--- config.mk ---
export PLATFORM = sky130hd
export DESIGN_NAME = clk_div_bank
export DESIGN_NICKNAME = d
export VERILOG_FILES = /design/src/rtl/clk_div_bank.sv
export SDC_FILE = /design/constraint.sdc
export NUM_CORES = 1
export LEC_CHECK = 0
export CAP_MARGIN = 20
export CORE_MARGIN = 4
export CORE_UTILIZATION = 24
export DETAILED_ROUTE_END_ITERATION = 10
export PLACE_DENSITY_LB_ADDON = 0.15
export RECOVER_POWER = 25
export SLEW_MARGIN = 20
export SYNTH_ARGS = -nofsm -noshare
export SYNTH_HDL_FRONTEND = slang
export SYNTH_SLANG_ARGS = --single-unit
--- constraint.sdc ---
create_clock -name clk -period 3.5 [get_ports clk]
set_input_delay 0.875 -clock clk [delete_from_list [all_inputs] [get_ports clk]]
set_output_delay 0.875 -clock clk [all_outputs]
set_load 0.02 [all_outputs]
--- src/rtl/clk_div_bank.sv ---
// clk_div_bank: bank of NCH independent programmable clock dividers.
//
// Each channel produces a registered divided clock with a programmable
// half-period (hp). It can also be realigned by a shared sync strobe.
// Half-period updates go through a one-deep pending register. On a
// running channel the pending value is applied only at a toggle or
// sync edge, so the output never glitches.
//
// Ports:
//   clk      - system clock, rising edge
//   rst      - asynchronous active-high reset
//   en       - per-channel run enable
//   sync     - one-cycle realign strobe (cnt=0, out=0 on enabled channels)
//   div_wr   - one-cycle half-period write strobe
//   div_ch   - target channel for div_wr
//   div_val  - requested half-period in clk cycles
//   div_out  - divided clocks
//   tick     - one-cycle pulse after each div_out rising edge
//   div_busy - a write is pending on the channel
//   div_ack  - one-cycle pulse when a pending value takes effect
//   div_err  - one-cycle pulse for a rejected write (zero value / bad channel)
module clk_div_bank #(
    parameter int NCH    = 2,
    parameter int CW     = 8,
    parameter int DEF_HP = 2,
    parameter int CHW    = 1
) (
    input  logic           clk,
    input  logic           rst,
    input  logic [NCH-1:0] en,
    input  logic           sync,
    input  logic           div_wr,
    input  logic [CHW-1:0] div_ch,
    input  logic [CW-1:0]  div_val,
    output logic [NCH-1:0] div_out,
    output logic [NCH-1:0] tick,
    output logic [NCH-1:0] div_busy,
    output logic [NCH-1:0] div_ack,
    output logic           div_err
);

    logic wr_bad;
    logic wr_ok;

    assign wr_bad = div_wr && ((div_val == '0) || (32'(div_ch) >= NCH));
    assign wr_ok  = div_wr && !wr_bad;

    always_ff @(posedge clk or posedge rst) begin
        if (rst) div_err <= 1'b0;
        else     div_err <= wr_bad;
    end

    for (genvar i = 0; i < NCH; i++) begin : g_ch
        logic [CW-1:0] hp;
        logic [CW-1:0] cnt;
        logic [CW-1:0] pend;
        logic          pend_v;
        logic          out_r;
        logic          tick_r;
        logic          ack_r;
        logic          hit;
        logic          wrap;
        logic          apply;

        assign hit  = wr_ok && (32'(div_ch) == i);
        assign wrap = (cnt == hp - CW'(1));
        // Safe apply points: a disabled channel (nothing to glitch), a
        // sync edge, or the edge where the output toggles anyway.
        assign apply = pend_v && (!en[i] || sync || wrap);

        always_ff @(posedge clk or posedge rst) begin
            if (rst) begin
                hp     <= CW'(DEF_HP);
                cnt    <= '0;
                pend   <= '0;
                pend_v <= 1'b0;
                out_r  <= 1'b0;
                tick_r <= 1'b0;
                ack_r  <= 1'b0;
            end else begin
                tick_r <= 1'b0;
                if (!en[i] || sync) begin
                    cnt   <= '0;
                    out_r <= 1'b0;
                end else if (wrap) begin
                    cnt    <= '0;
                    out_r  <= ~out_r;
                    tick_r <= ~out_r;
                end else begin
                    cnt <= cnt + CW'(1);
                end

                ack_r <= apply;
                if (apply) hp <= pend;

                // A write landing on an apply edge becomes the next pending value.
                if (hit) begin
                    pend   <= div_val;
                    pend_v <= 1'b1;
                end else if (apply) begin
                    pend_v <= 1'b0;
                end
            end
        end

        assign div_out[i]  = out_r;
        assign tick[i]     = tick_r;
        assign div_ack[i]  = ack_r;
        assign div_busy[i] = pend_v;
    end

endmodule

**Word level (Yosys, flattened, before mapping)**

Cells that the tools add are included.

- $add $sub $neg: 4
- Eq/ne operators: 2
- Mux-type cells: 16
- Bitwise gates (word level): 3
- Reductions and logical operators: 18

Operators by type and width:

| operator | count |
|---|---|
| 2-to-1 mux 8 bit | 4 |
| adder 8 x 1 -> 8 bit (second input constant) | 2 |
| equality test 8 bit | 2 |
| subtractor 8 x 1 -> 8 bit (second input constant) | 2 |
| 2-to-1 mux 1 bit | 12 |
| logical NOT 8 bit | 1 |
| nonzero test 2 bit | 4 |
| logical AND 1 bit | 6 |
| logical OR 1 bit | 4 |
| logical NOT 1 bit | 3 |
| inverter 1 bit | 3 |

- Bits in registers: 57
- Input bits: 15
- Output and inout bits: 9
- Logic and storage cells: 58

**Longest topological paths before layout**

Gate-level depths: netlist of run 1.

- Depth after elaboration: 6
- Depth in mapped cells: 10
- Mapped depth without buffers: 8

**Least setup slack after synthesis of run 1**

Ideal clock, no wire load.

- Kind: register to register
- Start: register g_ch[0].hp[0]
- End: register g_ch[0].pend_v
- Setup time: 0.139 ns
- Data arrival time: 2.476 ns
- Required time: 3.361 ns
- Setup slack: 0.885 ns
- Cell stages (with the launch flop): 11
- Path buffers: 2
- Period minus slack after synthesis: 2.615 ns
- Cell sequence: dfrtp_1 clkbuf_1 inv_1 ha_1 nor2b_1 or3_1 a31o_2 a211oi_1 or2_2 clkbuf_1 o22ai_1

- Cells in the longest elaborated chain, start to end: 5

RTL lines:

| what | RTL line | text |
|---|---|---|
| start, declared | 54 | `logic [CW-1:0] hp;` |
| start signal, assigned | 73 | `hp <= CW'(DEF_HP);` |
| start signal, assigned | 94 | `if (apply) hp <= pend;` |
| subtractor 8 x 1 -> 8 bit | 66 | `assign wrap = (cnt == hp - CW'(1));` |
| equality test 8 bit | 66 |  |
| logical OR 1 bit | 69 | `assign apply = pend_v && (!en[i] \|\| sync \|\| wrap);` |
| logical AND 1 bit | 69 |  |
| nonzero test 2 bit (no source line) | - |  |
| end signal, assigned | 76 | `pend_v <= 1'b0;` |
| end signal, assigned | 99 | `pend_v <= 1'b1;` |
| end signal, assigned | 101 | `pend_v <= 1'b0;` |
| end, declared | 57 | `logic pend_v;` |

No other way between the ends.
A chain may end at the register's enable or synchronous reset.

**Worst setup path in the final report of run 1**

- Start: register g_ch[0].hp[1]
- End: register g_ch[0].hp[2]

- Cells in the longest elaborated chain, start to end: 4

RTL lines:

| what | RTL line |
|---|---|
| subtractor 8 x 1 -> 8 bit | 66 |
| equality test 8 bit | 66 |
| logical OR 1 bit | 69 |
| logical AND 1 bit | 69 |

No other way between the ends.

==> reports/metrics.yaml, run 1 <==
status: "finished clean"
wire_per_inst_um: 14.4
io-pin-count: 24
ys_seq_area_share_pct: 50.0
netlist_instances: 248
track_usage_pct: 9.97
layout_commonest_cell: "dfrtp_1"
insertedDiodeCount: 0
dpl.hpwl_um: 4400
syn_area_per_cell_um2: 11.5
drc: 0
dieArea_mm2: 0.0137
cts_root_buf: "clkbuf_16"
synth-main-ff-cell: "dfrtp_1"
ys_warn_count: 0
cp-startpoint: "g_ch[0].hp[1]"
cp_max_fo: 9
cts_resized: 0
max_freq_ghz: 0.348
p_per_area_mw_per_mm2: 608
slew_violations: 0
drt-vias-per-instance: 4.44
cp-start-kind: "flip-flop"
clk_latency_ps: 330
worstPathArrival_ps: 3080
die_y_um: 117
grt_overflow_total: 0
tritoncts: "built"
dpl.cell_count: 401
regToRegStartpoint: "g_ch[0].hp[1]"
floorplan.die.width_um: 117
relSlewSlack_pct: 5.41
worst_pin_slew_ps: 1420
place.gp.congestion: 0.705
setup.worst_path.end_class: "flip-flop"
cts-buffers-inserted: 9
start_util_pct: 24.8
holdCritStartpoint: "g_ch[1].out_r"
endpoint: "g_ch[0].hp[2]"
fp.coreArea_mm2: 0.0115
routed_wl_um: 6010
h-tree-depth: 3
rr_worst_depth: 8
netlist_area_mm2: 0.00286
fp-row-count: 39
instances_no_fill: 417
setup.worst_path.class: "flip-flop to flip-flop"
clock_sinks: 57
fin_util_pct: 30.3
maxCapViolCount: 0
synth.net_count: 267
vias: 1851
synthArstFlopShare_pct: 100
ir_worst_vdd_uv: 206
r2r-end: "g_ch[0].hp[2]"
critical_path_required_ps: 3710
area_growth_pct: 21.9
io_buffer_count: 23
finalCritPeriodShare_pct: 82.2
ys_ff_latch: 57
period_minus_slack_ps: 2880
final_cell_mix: "dfrtp_1, nor2_1, mux2_2"
clock_skew_ps: 4.03
grt_antenna_before_repair: 0
grt_max_degree: 58
drt_pass1_iterations: 4
drtIter0Drc: 71
reg2reg_setup_slack_ps: 620
grt_first_pass_wirelength_um: 10200
synth_enable_flop_cells: 0
drive_above_1_share_pct: 22.3
setup_viol: 0
grt_pass1_vias: 1859
hold_viol: 0
ys_types: 49
min_path_type: "flip-flop to flip-flop"
layout.nets: 288
clock_path_buffers: 2
ant_nets: 0
path_clk_slew_ps: 50
post_cts_buffers: 0
tns_ps: 0
holdBufCountCts: 0
cellLeakagePower_nw: 1.50
rsz0062_at_grt: "no"
==> worst min path at each step <==
stage | endpoint | slack (ps) | cells past startpoint
floorplan | g_ch[1].tick_r | 450 | 1
global placement | g_ch[0].tick_r | 480 | 1
detailed placement | g_ch[0].tick_r | 480 | 1
CTS | g_ch[0].tick_r | 490 | 1
global route | g_ch[1].hp[7] | 520 | 1
finish | g_ch[1].tick_r | 490 | 1
==> Yosys cell counts, drive strengths merged, types with 2 or more instances <==
master / n / area share (%)
dfrtp: 55 / 48
mux2: 32 / 14
nor2: 26 / 3.4
xor2: 19 / 5.8
inv: 12 / 1.6
nand3: 11 / 1.9
xnor2: 11 / 3.4
buf: 9 / 2.3
and3: 6 / 1.3
clkbuf: 5 / 0.66
nor3: 5 / 0.88
o21ai: 5 / 1.4
ha: 4 / 1.8
nand2: 4 / 0.53
nand2b: 4 / 0.88
a2111oi: 3 / 1.8
a211oi: 3 / 0.79
nor4: 3 / 0.66
or2: 3 / 0.66
or3: 3 / 0.70
dfstp: 2 / 1.8
nand4: 2 / 0.44
nor2b: 2 / 0.44
nor3b: 2 / 0.53
==> through the flow <==
stage / power, W / hold WS, ps / setup WS [ps] / area, µm²
after floorplan: 0.00116 / 453 / 885 / 2860
after detailed placement: 0.00128 / 483 / 648 / 3190
after global placement: 0.00127 / 485 / 605 / 3190
after CTS: 0.00216 / 492 / 611 / 3490
final: 0.00212 / 491 / 625 / 3490
after global routing: 0.00224 / 517 / 283 / 3490
==> registers in the layout, summed over array words and instances, names as in the netlist <==
signal and cells:
g_ch.cnt 16, g_ch.hp 16, g_ch.pend 16, g_ch.ack_r 2, g_ch.out_r 2, g_ch.pend_v 2, g_ch.tick_r 2, div_err 1
==> power by group <==
part           internal (W)  switching (W)
sequential         0.000757       0.000114
combinational      0.000216       0.000168
clock              0.000564       0.000302
total               0.00154       0.000584
==> per-layer routing <==
| metal | wire [µm] | part of all wire [%] | GRT usage, % |
|---|---|---|---|
| met4 | 174 | 2.9 | 5.96 |
| met2 | 2490 | 41 | 13.2 |
| met1 | 3070 | 51 | 14.5 |
| met3 | 280 | 4.7 | 2.47 |
| met5 | 0 | 0 | 0 |
==> worst max-delay path, stage by stage (launching register included) <==
cell and delay, ps:
dfstp_2 580, inv_1 60, ha_1 270, o21bai_1 190
a2111oi_0 510, a311oi_1 80, a211oi_1 480, o21ai_2 260
mux2_2 330
==> final cells by class <==
type                            count  area (µm²)
Tap cell                          143         179
Fill cell                        1187        8030
Timing Repair Buffer               24         235
Sequential cell                    57        1430
Clock inverter                      6        57.6
Multi-Input combinational cell    165        1300
Clock buffer                       10         239
Inverter                           12        45.0
==> kinds of logic (layout without fill, tap and decap cells) <==
logic type	count (synthesis)	in the layout	synth area share, %
AND/OR/NAND/NOR	77	77	14.0
flip-flops	57	57	50.0
multiplexers	32	32	13.7
XOR/XNOR	30	30	9.19
buffers and inverters	26	52	4.51
AO/OA/AOI/OAI	22	22	6.96
adder cells (fa/ha/maj)	4	4	1.75
Power figures use the tool's default switching activity.
==> run 2, diff against run 1 <==
Clock period 3.5 ns to 2.9 ns, I/O delays scaled along.
==> run 2 against run 1 <==
  * Sequential share of layout area is 1.4 points lower
  * Hold slack worse by 8.2 ps
  * Largest cell class unchanged
  * Clock power is 33% higher
  * Count of clock-buffer cells in the layout is 1 higher
  * Critical path type unchanged
  * Register-to-register slack worse by 500 ps
  * Final cell count is 1.9% higher
  * Flip-flop and latch count stayed put
  * First-iteration DRC count is 42% higher
==> reports/metrics.yaml, run 2 (synthesis gave the netlist of run 1 again) <==
grt_overflow_total: 0  # unchanged
tritoncts: "built"
setup.worst_path.end_class: "flip-flop"
wire_per_inst_um: 14.3  # -0.69%
io_buffer_count: 23  # unchanged
maxCapViolCount: 0  # unchanged
dp_slack_ps: 131  # -517 ps
min_path_type: "flip-flop to flip-flop"
drc: 0  # unchanged
holdWs_ps: 483  # -8.21 ps
period_minus_slack_ps: 2770  # -102 ps
drive_above_1_share_pct: 24.5  # +2.2 points
status: "finished clean"
worstPathArrival_ps: 2980  # -100 ps
die_y_um: 117  # unchanged
dieArea_mm2: 0.0137  # unchanged
ir_worst_vdd_uv: 225  # +9.4%
start_util_pct: 24.8  # unchanged
vias: 1890  # +2.1%
area_growth_pct: 26.1
dpl.cell_count: 406  # +1.2%
layout.nets: 296  # +2.8%
instances_no_fill: 425  # +1.9%
h-tree-depth: 3  # unchanged
grt_antenna_before_repair: 0  # unchanged
clock_sinks: 57  # unchanged
cts-buffers-inserted: 9  # unchanged
regToRegStartpoint: "g_ch[1].hp[0]"
cp_max_fo: 9  # unchanged
floorplan.die.width_um: 117  # unchanged
finalCritPeriodShare_pct: 95.6  # +13 points
cellLeakagePower_nw: 1.57  # +4.6%
rsz0062_at_grt: "no"
fillCellCount: 1170  # -1.4%
reg2reg_setup_slack_ps: 130  # -500 ps
drt_pass1_iterations: 4  # unchanged
insertedDiodeCount: 0  # unchanged
final_cell_mix: "dfrtp_1, nor2_1, mux2_2"
multi_input_area_mm2: 0.00130  # unchanged
max_freq_ghz: 0.361  # +3.7%
routed_wl_um: 6090  # +1.2%
setup_viol: 0  # unchanged
path_clk_slew_ps: 50  # about the same
critical_path_required_ps: 3110  # -600 ps
reg.largest.list: "g_ch.cnt x16, g_ch.hp x16, g_ch.pend x16"
tns_ps: 0  # unchanged
setup_ws_ps: 127  # -498 ps
ant_nets: 0  # unchanged
cp-start-kind: "flip-flop"
cts_root_buf: "clkbuf_16"
setup.worst_path.class: "flip-flop to flip-flop"
track_usage_pct: 9.94  # -0.032 points
grt_pass1_vias: 1902  # +2.3%
place.gp.congestion: 0.735  # +4.4%
layout_commonest_cell: "dfrtp_1"
worst_pin_slew_ps: 1000  # -419 ps
grt_first_pass_wirelength_um: 10200  # +0.47%
clock_skew_ps: 3.14  # -0.895 ps
hold_viol: 0  # unchanged
hold_path_end: "g_ch[0].tick_r"
dpl.hpwl_um: 4410  # about the same
grt_max_degree: 41  # -29%
drtIter0Drc: 101  # +42%
slew_violations: 0  # unchanged
relSlewSlack_pct: 33.3  # +28 points
r2r-end: "g_ch[1].hp[7]"
p_per_area_mw_per_mm2: 748  # +23%
rr_worst_depth: 9  # +1
clk_latency_ps: 320  # about the same
fp-row-count: 39  # unchanged
regArea_mm2: 0.00143  # unchanged
holdBufCountCts: 0  # unchanged
fp.coreArea_mm2: 0.0115  # unchanged
holdPathStages: 1  # unchanged
io-pin-count: 24  # unchanged
clock_path_buffers: 2  # unchanged
drt-vias-per-instance: 4.45  # +0.18%
holdCritStartpoint: "g_ch[0].out_r"
run 2: layer usage:
metal / wire [µm] / global-route usage [%] / up-vias
met5: 0 / 0 / -
met4: 112 / 4.82 / 0
met3: 246 / 2.88 / 7
met2: 2550 / 13.9 / 33
met1: 3170 / 14.0 / 926
li1: - / - / 924
run 2: report_power, final:
part	total, W	internal [W]	switching [W]
Sequential	0.00104	0.000913	0.000126
Clock	0.00115	0.000795	0.000359
Combinational	0.000505	0.000281	0.000223
Total	0.00270	0.00199	0.000709
run 2: critical path, cell delays in order, from the launching register on:
cell       delay [ps]
dfrtp_1           430
inv_1              80
ha_1              220
or3b_2            470
or3_1             330
xnor2_1           170
a2111oi_4         380
o21ai_4           110
buf_12            160
mux2_4            290
run 2: worst max-delay path by stage:
stage	cells after the start	slack [ps]	start	to
5_1_grt	9	1	g_ch[1].hp[0]	g_ch[1].hp[3]
3_5_place_dp	8	130	g_ch[1].hp[0]	g_ch[1].hp[0]
3_3_place_gp	8	140	g_ch[1].hp[0]	g_ch[1].hp[4]
4_1_cts	8	90	g_ch[1].hp[0]	g_ch[1].hp[7]
2_1_floorplan	10	280	g_ch[0].hp[0]	g_ch[0].pend_v
6_report	9	130	g_ch[1].hp[0]	g_ch[1].hp[7]
run 2: metrics by stage:
step | total power (W) | utilization [%] | area (µm²)
global route | 0.00286 | 31.3 | 3600
floorplan | 0.00141 | - | 2860
CTS | 0.00274 | 31.1 | 3580
global placement | 0.00155 | 28.3 | 3250
detailed placement | 0.00156 | 28.3 | 3250
finish | 0.00270 | 31.3 | 3600
run 2: final cells by class:
cell class,count,area share [%]
sequential,57,39.6
multi-input combinational,165,36.1
timing repair buffer,32,8.89
clock buffer,11,7.01
tap,143,4.96
clock inverter,5,2.15
inverter,12,1.25
run 2: timing repair:
action,CTS,global route
endpoints found under the setup margin,0,8
gates resized for setup,0,0
buffers inserted,0,3
==> run 3, diff against run 2 <==
Settings changed: CELL_PAD_IN_SITES_DETAIL_PLACEMENT set to 1, CELL_PAD_IN_SITES_GLOBAL_PLACEMENT set to 1, HOLD_SLACK_MARGIN set to 0.05, RECOVER_POWER 25 to unset.
==> run 3 against run 2 <==
  * Final cell count is 0.47% higher
  * Combinational power increased by 5.3%
  * Highest routed layer unchanged
  * Hold slack improved by 8.1 ps
  * Critical path type unchanged
  * Die area unchanged
  * Sequential share of layout area is 0.18 points higher
  * Non-clock buffer count rose by 2
  * Power is 4.8% lower
  * Maximum frequency increased by 0.90%
  * Critical path depth stayed put
==> reports/metrics.yaml, run 3 (synthesis gave the netlist of run 1 again) <==
final_cell_mix: "dfrtp_1, nor2_1, mux2_2"
drtIter0Drc: 77  # -24%
place.gp.congestion: 0.745  # +1.3%
grt_antenna_before_repair: 0  # unchanged
setup_viol: 0  # unchanged
setup.worst_path.class: "flip-flop to flip-flop"
clock_sinks: 57  # unchanged
status: "finished clean"
grt_first_pass_wirelength_um: 11400  # +12%
cellLeakagePower_nw: 1.56  # -0.78%
clock_skew_ps: 8.45  # +5.31 ps
track_usage_pct: 11.1  # +1.2 points
hold_path_end: "g_ch[0].tick_r"
dpl.cell_count: 408  # +0.49%
drive_above_1_share_pct: 24.3  # -0.17 points
holdPathStages: 1  # unchanged
cts-buffers-inserted: 9  # unchanged
fp.coreArea_mm2: 0.0115  # unchanged
min_path_type: "flip-flop to flip-flop"
holdCritStartpoint: "g_ch[0].out_r"
reg.largest.list: "g_ch.cnt x16, g_ch.hp x16, g_ch.pend x16"
critical_path_required_ps: 3100  # about the same
grt_max_degree: 58  # +41%
instances_no_fill: 427  # +0.47%
area_growth_pct: 25.5
use_met3_pct: 2.67  # -0.21 points
io_buffer_count: 23  # unchanged
layout.nets: 298  # +0.68%
rr_worst_depth: 9  # unchanged
routed_wl_um: 6720  # +10%
r2r-end: "g_ch[1].hp[2]"
clk_latency_ps: 320  # about the same
insertedDiodeCount: 0  # unchanged
p_per_area_mw_per_mm2: 716  # -4.4%
floorplan.die.width_um: 117  # unchanged
ir_worst_vdd_uv: 270  # +20%
cp-start-kind: "flip-flop"
h-tree-depth: 3  # unchanged
hold_viol: 0  # unchanged
rsz0062_at_grt: "no"
clock_path_buffers: 2  # unchanged
io-pin-count: 24  # unchanged
cts_root_buf: "clkbuf_16"
vias: 1908  # +0.95%
finalCritPeriodShare_pct: 94.8  # -0.85 points
tritoncts: "built"
setup.worst_path.end_class: "flip-flop"
slew_violations: 0  # unchanged
cp_max_fo: 9  # unchanged
relSlewSlack_pct: 54.5  # +21 points
tns_ps: 0  # unchanged
start_util_pct: 24.8  # unchanged
met1_usage_pct: 16.9  # +2.9 points
grt_overflow_total: 0  # unchanged
use_met2_pct: 14.4  # +0.53 points
wire_per_inst_um: 15.7  # +10%
regToRegStartpoint: "g_ch[1].hp[0]"
drt-vias-per-instance: 4.47  # +0.48%
fp-row-count: 39  # unchanged
drt_pass1_iterations: 4  # unchanged
grt_pass1_vias: 2009  # +5.6%
holdBufCountCts: 0  # unchanged
dieArea_mm2: 0.0137  # unchanged
dpl.hpwl_um: 5000  # +13%
path_clk_slew_ps: 50  # about the same
reg2reg_setup_slack_ps: 150  # +20 ps
period_minus_slack_ps: 2750  # -24.8 ps
die_y_um: 117  # unchanged
busiest_layer: "met1"
worst_pin_slew_ps: 676  # -325 ps
drc: 0  # unchanged
max_freq_ghz: 0.364  # +0.90%
worstPathArrival_ps: 2950  # -30 ps
layout_commonest_cell: "dfrtp_1"
ant_nets: 0  # unchanged
maxCapViolCount: 0  # unchanged
==> run 3: cell count changes in the layout (fill, tap and decap cells not counted), moves of 2 or more <==
cell       before  now
clkbuf_1        0    4
bufinv_16       2    0
buf_4           6    8
clkinv_2        2    0
==> run 3: critical path, cell delays in order, from the launching register on <==
cell and delay [ps]:
dfrtp_1 430, inv_1 90, ha_2 210, or3b_2 460
or3_1 330, xnor2_1 170, a2111oi_4 370, o21ai_4 110
buf_12 160, mux2_4 290
==> run 3: layout make-up <==
cell class	count	area [µm²]
repair buffers	34	350
inverters	12	45.0
well taps	143	179
clock buffers	16	282
flip-flops and latches	57	1430
fillers	1261	7930
multi-input cells	165	1300
==> run 3: layer usage <==
layer	wire, µm	share of wire [%]
met2	2610	39
met3	270	4.0
met1	3700	55
met5	0	0
met4	141	2.1
==> run 3: worst max-delay path by stage <==
| stage | cells after the start | endpoint | startpoint | slack (ps) |
|---|---|---|---|---|
| 6_report | 9 | g_ch[1].hp[2] | g_ch[1].hp[0] | 150 |
| 5_1_grt | 9 | g_ch[1].hp[7] | g_ch[1].hp[0] | 10 |
| 4_1_cts | 8 | g_ch[1].hp[2] | g_ch[1].hp[0] | 80 |
| 3_5_place_dp | 8 | g_ch[1].hp[5] | g_ch[1].hp[0] | 90 |
| 3_3_place_gp | 8 | g_ch[1].hp[2] | g_ch[1].hp[0] | 110 |
| 2_1_floorplan | 10 | g_ch[0].pend_v | g_ch[0].hp[0] | 280 |
==> run 3: what timing repair did <==
item | in CTS | in global routing
endpoints found under the setup margin | 0 | 8
resized for setup | 0 | 1
setup buffers | 0 | 3
==> run 3: per-stage QoR <==
stage	util, %	instance area (µm²)	hold WS (ps)	worst slack, ps	power (W)
after global routing	31.2	3590	516	14.0	0.00272
after CTS	30.8	3550	492	83.5	0.00260
after global placement	28.4	3270	474	106	0.00158
final	31.2	3590	491	151	0.00257
after detailed placement	28.4	3270	481	92.9	0.00159
after floorplan	-	2860	453	285	0.00141
==> run 3: power breakdown <==
group	switching, W	internal, W
combinational	0.000240	0.000293
clock	0.000349	0.000649
sequential	0.000125	0.000913
